==> src/rtl/audio_voice_mixer.sv <==
// audio_voice_mixer: four-voice gain/sum/limit/fade output stage feeding the audio codec
// controller. One sample is captured in IDLE when the controller has room. It is scaled,
// summed, clipped and faded over four registered stages, then written with a one-cycle
// handshake.
//
// Ports:
//   CLOCK_50           system clock
//   resetn             asynchronous active-low reset
//   melody_in .. hihat_in  signed 32-bit voice samples (captured in IDLE)
//   gains              per-voice 4-bit gain: [3:0] melody, [7:4] kick, [11:8] snare,
//                      [15:12] hihat
//   game_over          level: fade out while 1, fade in while 0
//   audio_out_allowed  controller FIFO has room
//   clip_clear         one-cycle clear of the sticky clip flag
//   left_out/right_out signed mixed sample (identical)
//   write_audio_out    write strobe, high only in WAIT_WR while allowed
//   clip               sticky saturation flag
//   fade_level         current fade multiplier, 256 = unity
module audio_voice_mixer #(
  parameter int          LIMIT     = 120000000,
  parameter int unsigned FADE_STEP = 48
) (
  input  logic               CLOCK_50,
  input  logic               resetn,
  input  logic signed [31:0] melody_in,
  input  logic signed [31:0] kick_in,
  input  logic signed [31:0] snare_in,
  input  logic signed [31:0] hihat_in,
  input  logic        [15:0] gains,
  input  logic               game_over,
  input  logic               audio_out_allowed,
  input  logic               clip_clear,
  output logic signed [31:0] left_out,
  output logic signed [31:0] right_out,
  output logic               write_audio_out,
  output logic               clip,
  output logic        [8:0]  fade_level
);

  localparam int unsigned CntW = (FADE_STEP > 1) ? $clog2(FADE_STEP) : 1;
  localparam logic signed [34:0] LimPos = 35'(LIMIT);
  localparam logic signed [34:0] LimNeg = -LimPos;

  typedef enum logic [2:0] {StIdle, StScale, StSumSat, StFade, StWaitWr} state_e;

  state_e             state_q;
  logic signed [31:0] in_q   [4];
  logic        [3:0]  gain_q [4];
  logic signed [32:0] p_q    [4];
  logic signed [34:0] sat_q;
  logic [CntW-1:0]    cnt_q;

  logic signed [36:0] prod   [4];
  logic signed [32:0] p_d    [4];
  logic signed [34:0] sum_s;
  logic signed [34:0] sat_d;
  logic               clip_d;
  logic signed [44:0] fade_prod;
  logic signed [31:0] fade_out;

  always_comb begin
    for (int i = 0; i < 4; i++) begin
      // Gain is zero-extended so 15 stays positive in the signed multiply.
      prod[i] = 37'(in_q[i]) * 37'($signed({1'b0, gain_q[i]}));
      p_d[i]  = 33'(prod[i] >>> 4);
    end
    sum_s  = 35'(p_q[0]) + 35'(p_q[1]) + 35'(p_q[2]) + 35'(p_q[3]);
    sat_d  = sum_s;
    clip_d = 1'b0;
    if (sum_s > LimPos) begin
      sat_d  = LimPos;
      clip_d = 1'b1;
    end else if (sum_s < LimNeg) begin
      sat_d  = LimNeg;
      clip_d = 1'b1;
    end
    fade_prod = 45'(sat_q) * 45'($signed({1'b0, fade_level}));
    fade_out  = 32'(fade_prod >>> 8);
  end

  // Combinational so the strobe tracks backpressure within the same cycle.
  assign write_audio_out = (state_q == StWaitWr) && audio_out_allowed;

  always_ff @(posedge CLOCK_50 or negedge resetn) begin
    if (!resetn) begin
      state_q <= StIdle;
      for (int i = 0; i < 4; i++) begin
        in_q[i]   <= '0;
        gain_q[i] <= '0;
        p_q[i]    <= '0;
      end
      sat_q      <= '0;
      left_out   <= '0;
      right_out  <= '0;
      clip       <= 1'b0;
      fade_level <= 9'd256;
      cnt_q      <= '0;
    end else begin
      // Clear first so a saturation in the same cycle overrides it.
      if (clip_clear) clip <= 1'b0;
      case (state_q)
        StIdle: begin
          if (audio_out_allowed) begin
            in_q[0] <= melody_in;
            in_q[1] <= kick_in;
            in_q[2] <= snare_in;
            in_q[3] <= hihat_in;
            for (int i = 0; i < 4; i++) gain_q[i] <= gains[4*i +: 4];
            state_q <= StScale;
          end
        end
        StScale: begin
          for (int i = 0; i < 4; i++) p_q[i] <= p_d[i];
          state_q <= StSumSat;
        end
        StSumSat: begin
          sat_q <= sat_d;
          if (clip_d) clip <= 1'b1;
          state_q <= StFade;
        end
        StFade: begin
          left_out  <= fade_out;
          right_out <= fade_out;
          state_q   <= StWaitWr;
        end
        StWaitWr: begin
          if (audio_out_allowed) begin
            state_q <= StIdle;
            if (cnt_q == CntW'(FADE_STEP - 1)) begin
              cnt_q <= '0;
              if (game_over) begin
                if (fade_level != 9'd0) fade_level <= fade_level - 9'd1;
              end else if (fade_level != 9'd256) begin
                fade_level <= fade_level + 9'd1;
              end
            end else begin
              cnt_q <= cnt_q + CntW'(1);
            end
          end
        end
        default: state_q <= StIdle;
      endcase
    end
  end

endmodule

==> config.mk <==
export PLATFORM = sky130hd
export DESIGN_NAME = audio_voice_mixer
export DESIGN_NICKNAME = d
export VERILOG_FILES = /design/src/rtl/audio_voice_mixer.sv
export SDC_FILE = /design/constraint.sdc
export NUM_CORES = 2
export LEC_CHECK = 0
export ABC_AREA = 1
export CAP_MARGIN = 10
export CORE_MARGIN = 5
export CORE_UTILIZATION = 40
export CTS_BUF_LIST = sky130_fd_sc_hd__clkbuf_16
export DETAILED_ROUTE_END_ITERATION = 12
export PLACE_DENSITY = 0.68
export SETUP_SLACK_MARGIN = 0.5
export SLEW_MARGIN = 20
export SYNTH_ARGS = -nofsm -noshare
export SYNTH_HDL_FRONTEND = slang
export SYNTH_SLANG_ARGS = --single-unit
==> constraint.sdc <==
create_clock -name CLOCK_50 -period 6.9 [get_ports CLOCK_50]
set_input_delay 1.38 -clock CLOCK_50 [delete_from_list [all_inputs] [get_ports CLOCK_50]]
set_output_delay 1.38 -clock CLOCK_50 [all_outputs]
set_load 0.02 [all_outputs]
# Yosys cells after proc, flatten, opt, wreduce, memory -nomap -nowiden
# Index checks and enable logic that the tools add are counted.
[totals] inputBits=149 elab_cells=62 output_inout_bits=75 reg_bits=362
[classes] eq_ne=9 n_reduce_logical=8 n_addsub=6 n_mul=5 n_lt_le_gt_ge=2 mux=14
[ops] cell="multiplier 32 x 5 -> 37 bit" count=4
[ops] cell="two-way mux 35 bit" count=2
[ops] cell="multiplier 35 x 10 -> 40 bit" count=1
[ops] cell="adder 34 x 33 -> 35 bit" count=1
[ops] cell="adder 35 x 33 -> 35 bit" count=1
[ops] cell="> comparator 35 x 28 -> 1 bit, second input constant" count=1
[ops] cell="< comparator 35 x 28 -> 1 bit, second input constant" count=1
[ops] cell="adder 33 x 33 -> 34 bit" count=1
[ops] cell="two-way mux 9 bit" count=3
[ops] cell="one-hot mux 3 bit (5 select lines)" count=1
[ops] cell="adder 9 x 1 -> 9 bit, second input constant" count=1
[ops] cell="inequality test 9 bit, second input constant" count=1
[ops] cell="nonzero test 9 bit" count=1
[ops] cell="subtractor 9 x 1 -> 9 bit, second input constant" count=1
[ops] cell="adder 6 x 1 -> 6 bit, second input constant" count=1
[ops] cell="== test 3 x 2 -> 1 bit, second input constant" count=2
[ops] cell="== test 6 bit, second input constant" count=1
[ops] cell="two-way mux 3 bit" count=2
[ops] cell="two-way mux 6 bit" count=1
[ops] cell="AND reduction 2 bit" count=3
[ops] cell="two-way mux 1 bit" count=5
[ops] cell="AND reduction 5 bit" count=1
[ops] cell="inequality test 2 bit, second input constant" count=2
[ops] cell="== test 3 x 1 -> 1 bit, second input constant" count=1
[ops] cell="other kinds (5)" count=5

# Longest topological paths before layout
[depth] ltp_word=8 ltp_mapped=29 mapped_depth_nobuf=28

# Least setup slack after synthesis
# No wires, ideal clock.
[synth_timing] kind="register to register" startpoint="reg fade_level[2]" endpoint="reg right_out[23]" setup_time_ns=0.118 t_arrival_ns=5.371 stages_incl_launch_ff=25 slack_ns=1.411 cell_sequence="dfrtp_1 clkbuf_1 buf_1 nand2_1 fa_1 inv_1 fa_1 inv_1 fa_1 inv_1 fa_1 fa_1 ha_1 nand2_1 nand2_1 a31oi_1 o21ai_0 o21bai_1 a21oi_1 o21bai_1 nand2_1 nand2_1 or2_2 nand3_1 nand2_1"
[synth_via] elab_chain_len=1
[synth_rtl] element="from (decl)" line="37" text="output logic [8:0] fade_level"
[synth_rtl] element="from (signal assigned)" line="132" text="if (fade_level != 9'd0) fade_level <= fade_level - 9'd1;"
[synth_rtl] element="from (signal assigned)" line="134" text="fade_level <= fade_level + 9'd1;"
[synth_rtl] element="multiplier 35 x 10 -> 40 bit" line="77" text="fade_prod = 45'(sat_q) * 45'($signed({1'b0, fade_level}));"
[synth_rtl] element="to (signal assigned)" line="123" text="right_out <= fade_out;"
[synth_rtl] element="to (decl)" line="34" text="output logic signed [31:0] right_out,"
# No other way between the ends.
# A chain may end at the register's enable or synchronous reset.

# Final worst setup path
[layout_timing] startpoint="reg fade_level[5]" endpoint="reg right_out[23]"
# The elaborated chain is that of the path after synthesis.

==> reports/qor.yml <==
worst_setup_path:
  timing_worst_setup_path_type: "reg -> reg"
  worst-endpoint-required_ps: 7430
  critical_path.startpoint_type: "flip-flop"
  cp.arrival_ps: 6470
  critical_path.max_fanout: 22
  setup.worst_path.end_class: "flip-flop"
layout:
  final-seq-area_sq_um: 9070
  most-common-layout-cells: "inv_1 (1910), nand2_1 (1741), fa_1 (554)"
  nNetsFinal: 8063
  final.fill_count: 12600
  n_antenna_cell: 0
  multi_input_comb_area_sq_um: 32700
  layout_commonest_cell: "inv_1"
  final_core_utilization_pct: 44.6
  layout.cell_area.non_filler_sq_um: 55200
  drive_gt1_share_pct: 6.10
  area.growth.synth_to_final_pct: 10.6
sta:
  timing_worst_slew_pin_value_ps: 1040
  report.final.setup_viol: 0
  fmaxAchievable_mhz: 168
  timing.clock.skew_ps: 53.3
  finalWorstPathRequiredPeriod_ps: 5940
  min_period_over_period_pct: 86.2
  hold_viol: 0
  setup-tns-final_ps: 0
  relative_slew_slack_pct: 30.9
  maxSlewViolCount: 0
  rsz0062_at_grt: "false"
global_routing:
  global_route_wire_length_before_repair_microns: 215000
  first_global_vias: 41400
  grt_antenna_before_repair: 2
  track_usage_pct: 19.9
  pin_count_of_the_biggest_net_entering_global_routing: 190
  leftover_overflow_at_the_end_of_global_routing: 0
placed_design:
  placed_area_sq_um: 53600
  port_buffers: 223
  place.gp.congestion: 0.901
  place.detailed.hpwl_microns: 108000
clock_network:
  clkTransAtPathRegs_ps: 60
  cts_max_level: 2
  clock_insertion_delay_worst_skew_ps: 660
  clk_root_buffer_cell: "clkbuf_16"
  cts.repair_timing.setup_buffer_count: 0
  clockBufferDepth: 3
  cts.repair.resized: 0
  cts_tree: "yes"
  tritoncts.num_buffers: 48
  holdBufCountCts: 0
  cts_num_sinks: 362
synth:
  synth-warning-count: 0
  ys_async_sr_fraction_pct: 100
  synth.avg_cell_area_sq_um: 7.27
  ys.flop_type: "dfrtp_1"
  number_of_register_bits_inferred_by_synthesis: 362
  seq_area_frac_synth_pct: 18.1
  synthDistinctLibCells: 57
  netlist_instances: 6869
  mappedNetlistArea_sq_um: 49900
  synth_edf_count: 0
  syn-num-nets: 7976
die:
  rows: 129
  ios: 224
  core_sq_um: 124000
  die_y_microns: 363
  die_w_microns: 363
  die_area_sq_um: 132000
  initial_utilization_pct: 40.3
run_status:
  status: "finished clean"
job:
  maxCapViolations: 0
detailed_routing:
  drtIter0Drc: 2109
  drc: 0
  dr_total_vias: 41000
  avgRoutedWirePerCell_microns: 14.9
  drt-pass1-iter-count: 5
  vias_per_cell: 4.75
  drtAntennaViolNets: 0
  wirelength_microns: 129000
hold_path:
  min-delay-path-class: "reg -> reg"
[layer usage]
metal	global-route usage (%)	part of all wire, %	wire length, microns
met1	26.5	45	58300
met2	35.0	48	62200
met3	2.06	4.2	5410
met4	4.60	2.4	3140
met5	0	0	0
[cell usage after synthesis, types with 5 or more instances]
| cell | instances | area (sq um) |
|---|---|---|
| nor2_2 | 6 | 37.5 |
| inv_1 | 1906 | 7150 |
| mux2_2 | 144 | 1620 |
| nand3_2 | 14 | 140 |
| xnor2_1 | 52 | 455 |
| ha_1 | 404 | 5050 |
| clkbuf_1 | 141 | 529 |
| a31oi_1 | 59 | 369 |
| nand3b_1 | 19 | 143 |
| nand2_1 | 1741 | 6540 |
| fa_1 | 554 | 11100 |
| o21a_1 | 12 | 90.1 |
| o21ai_1 | 11 | 55.1 |
| inv_2 | 14 | 52.6 |
| o31ai_1 | 9 | 67.6 |
| nand3_1 | 208 | 1040 |
| o21bai_1 | 16 | 120 |
| dfrtp_1 | 361 | 9030 |
| o221ai_1 | 6 | 52.6 |
| nand4_1 | 35 | 219 |
| buf_1 | 38 | 143 |
| a21o_1 | 23 | 173 |
| nor2_1 | 300 | 1130 |
| or2_2 | 87 | 544 |
| a221oi_1 | 9 | 78.8 |
| o211ai_1 | 9 | 67.6 |
| nor4_1 | 10 | 62.6 |
| nor3_1 | 33 | 165 |
| o21ai_0 | 243 | 1220 |
| buf_4 | 33 | 248 |
| o22ai_1 | 7 | 43.8 |
| xor2_1 | 39 | 342 |
| nand2_2 | 14 | 87.6 |
| a21oi_1 | 261 | 1310 |
| buf_2 | 5 | 25.0 |
[metrics by stage]
| stage | worst slack [ps] | hold slack (ps) | instances |
|---|---|---|---|
| 3_5_place_dp | 963 | 468 | 8543 |
| 4_1_cts | 939 | 489 | 8632 |
| 5_1_grt | 608 | 512 | 8632 |
| 2_1_floorplan | 1410 | 449 | 6869 |
| 6_report | 955 | 487 | 8632 |
| 3_3_place_gp | 1020 | 469 | 8543 |
[final cells by class]
cell class | instances | area share [%]
Inverter | 1924 | 13.1
Timing Repair Buffer | 258 | 4.60
Multi-Input combinational cell | 4362 | 59.2
Tap cell | 1637 | 3.71
Clock buffer | 48 | 2.17
Sequential cell | 362 | 16.4
Clock inverter | 41 | 0.852
[cells by family (layout without fill, tap and decap cells)]
group,count (synthesis),after routing,share of synthesized area (%)
xor+xnor,92,92,1.63
mux,144,144,3.25
buf+inv,2145,2271,16.5
simple gates,2482,2482,20.5
fa+ha+maj,958,958,32.3
compound gates,686,686,7.65
flops,362,362,18.1
[critical path, stage by stage, from the launching register on]
cell and delay [ps]:
dfrtp_1 930, buf_4 310, nand2_1 60, inv_1 90
fa_1 410, inv_1 90, fa_1 400, fa_1 490
inv_1 50, fa_1 500, fa_1 420, ha_1 360
nand2_1 140, inv_1 50, a21oi_1 200, o21ai_0 150
o21bai_1 210, a21oi_1 300, o21bai_1 150, nand2_1 80
nand2_1 50, or2_2 270, nand3_1 70, nand2_1 50
[final timing paths]
| kind | from | to | slack [ps] | depth (start not counted) |
|---|---|---|---|---|
| worst max-delay path | fade_level[5] | right_out[23] | 960 | 23 |
| worst min-delay path | p_q[86] | p_q[86] | 490 | 2 |
| worst max register to register | fade_level[5] | right_out[23] | 960 | 23 |
| worst min register to register | p_q[86] | p_q[86] | 490 | 2 |
| max in group asynchronous | resetn | sat_q[21] | 4840 | 2 |
| min in group asynchronous | resetn | in_q[92] | 690 | 1 |
[flip-flops by register name, summed over array words and instances (netlist names)]
signal / count
p_q: 132
in_q: 128
sat_q: 35
right_out: 32
gain_q: 16
fade_level: 9
cnt_q: 6
state_q: 3
clip: 1
Power is left out: the tool's default activity adds up to more than one toggle a clock period on the data nets, which glitch-free logic cannot reach.
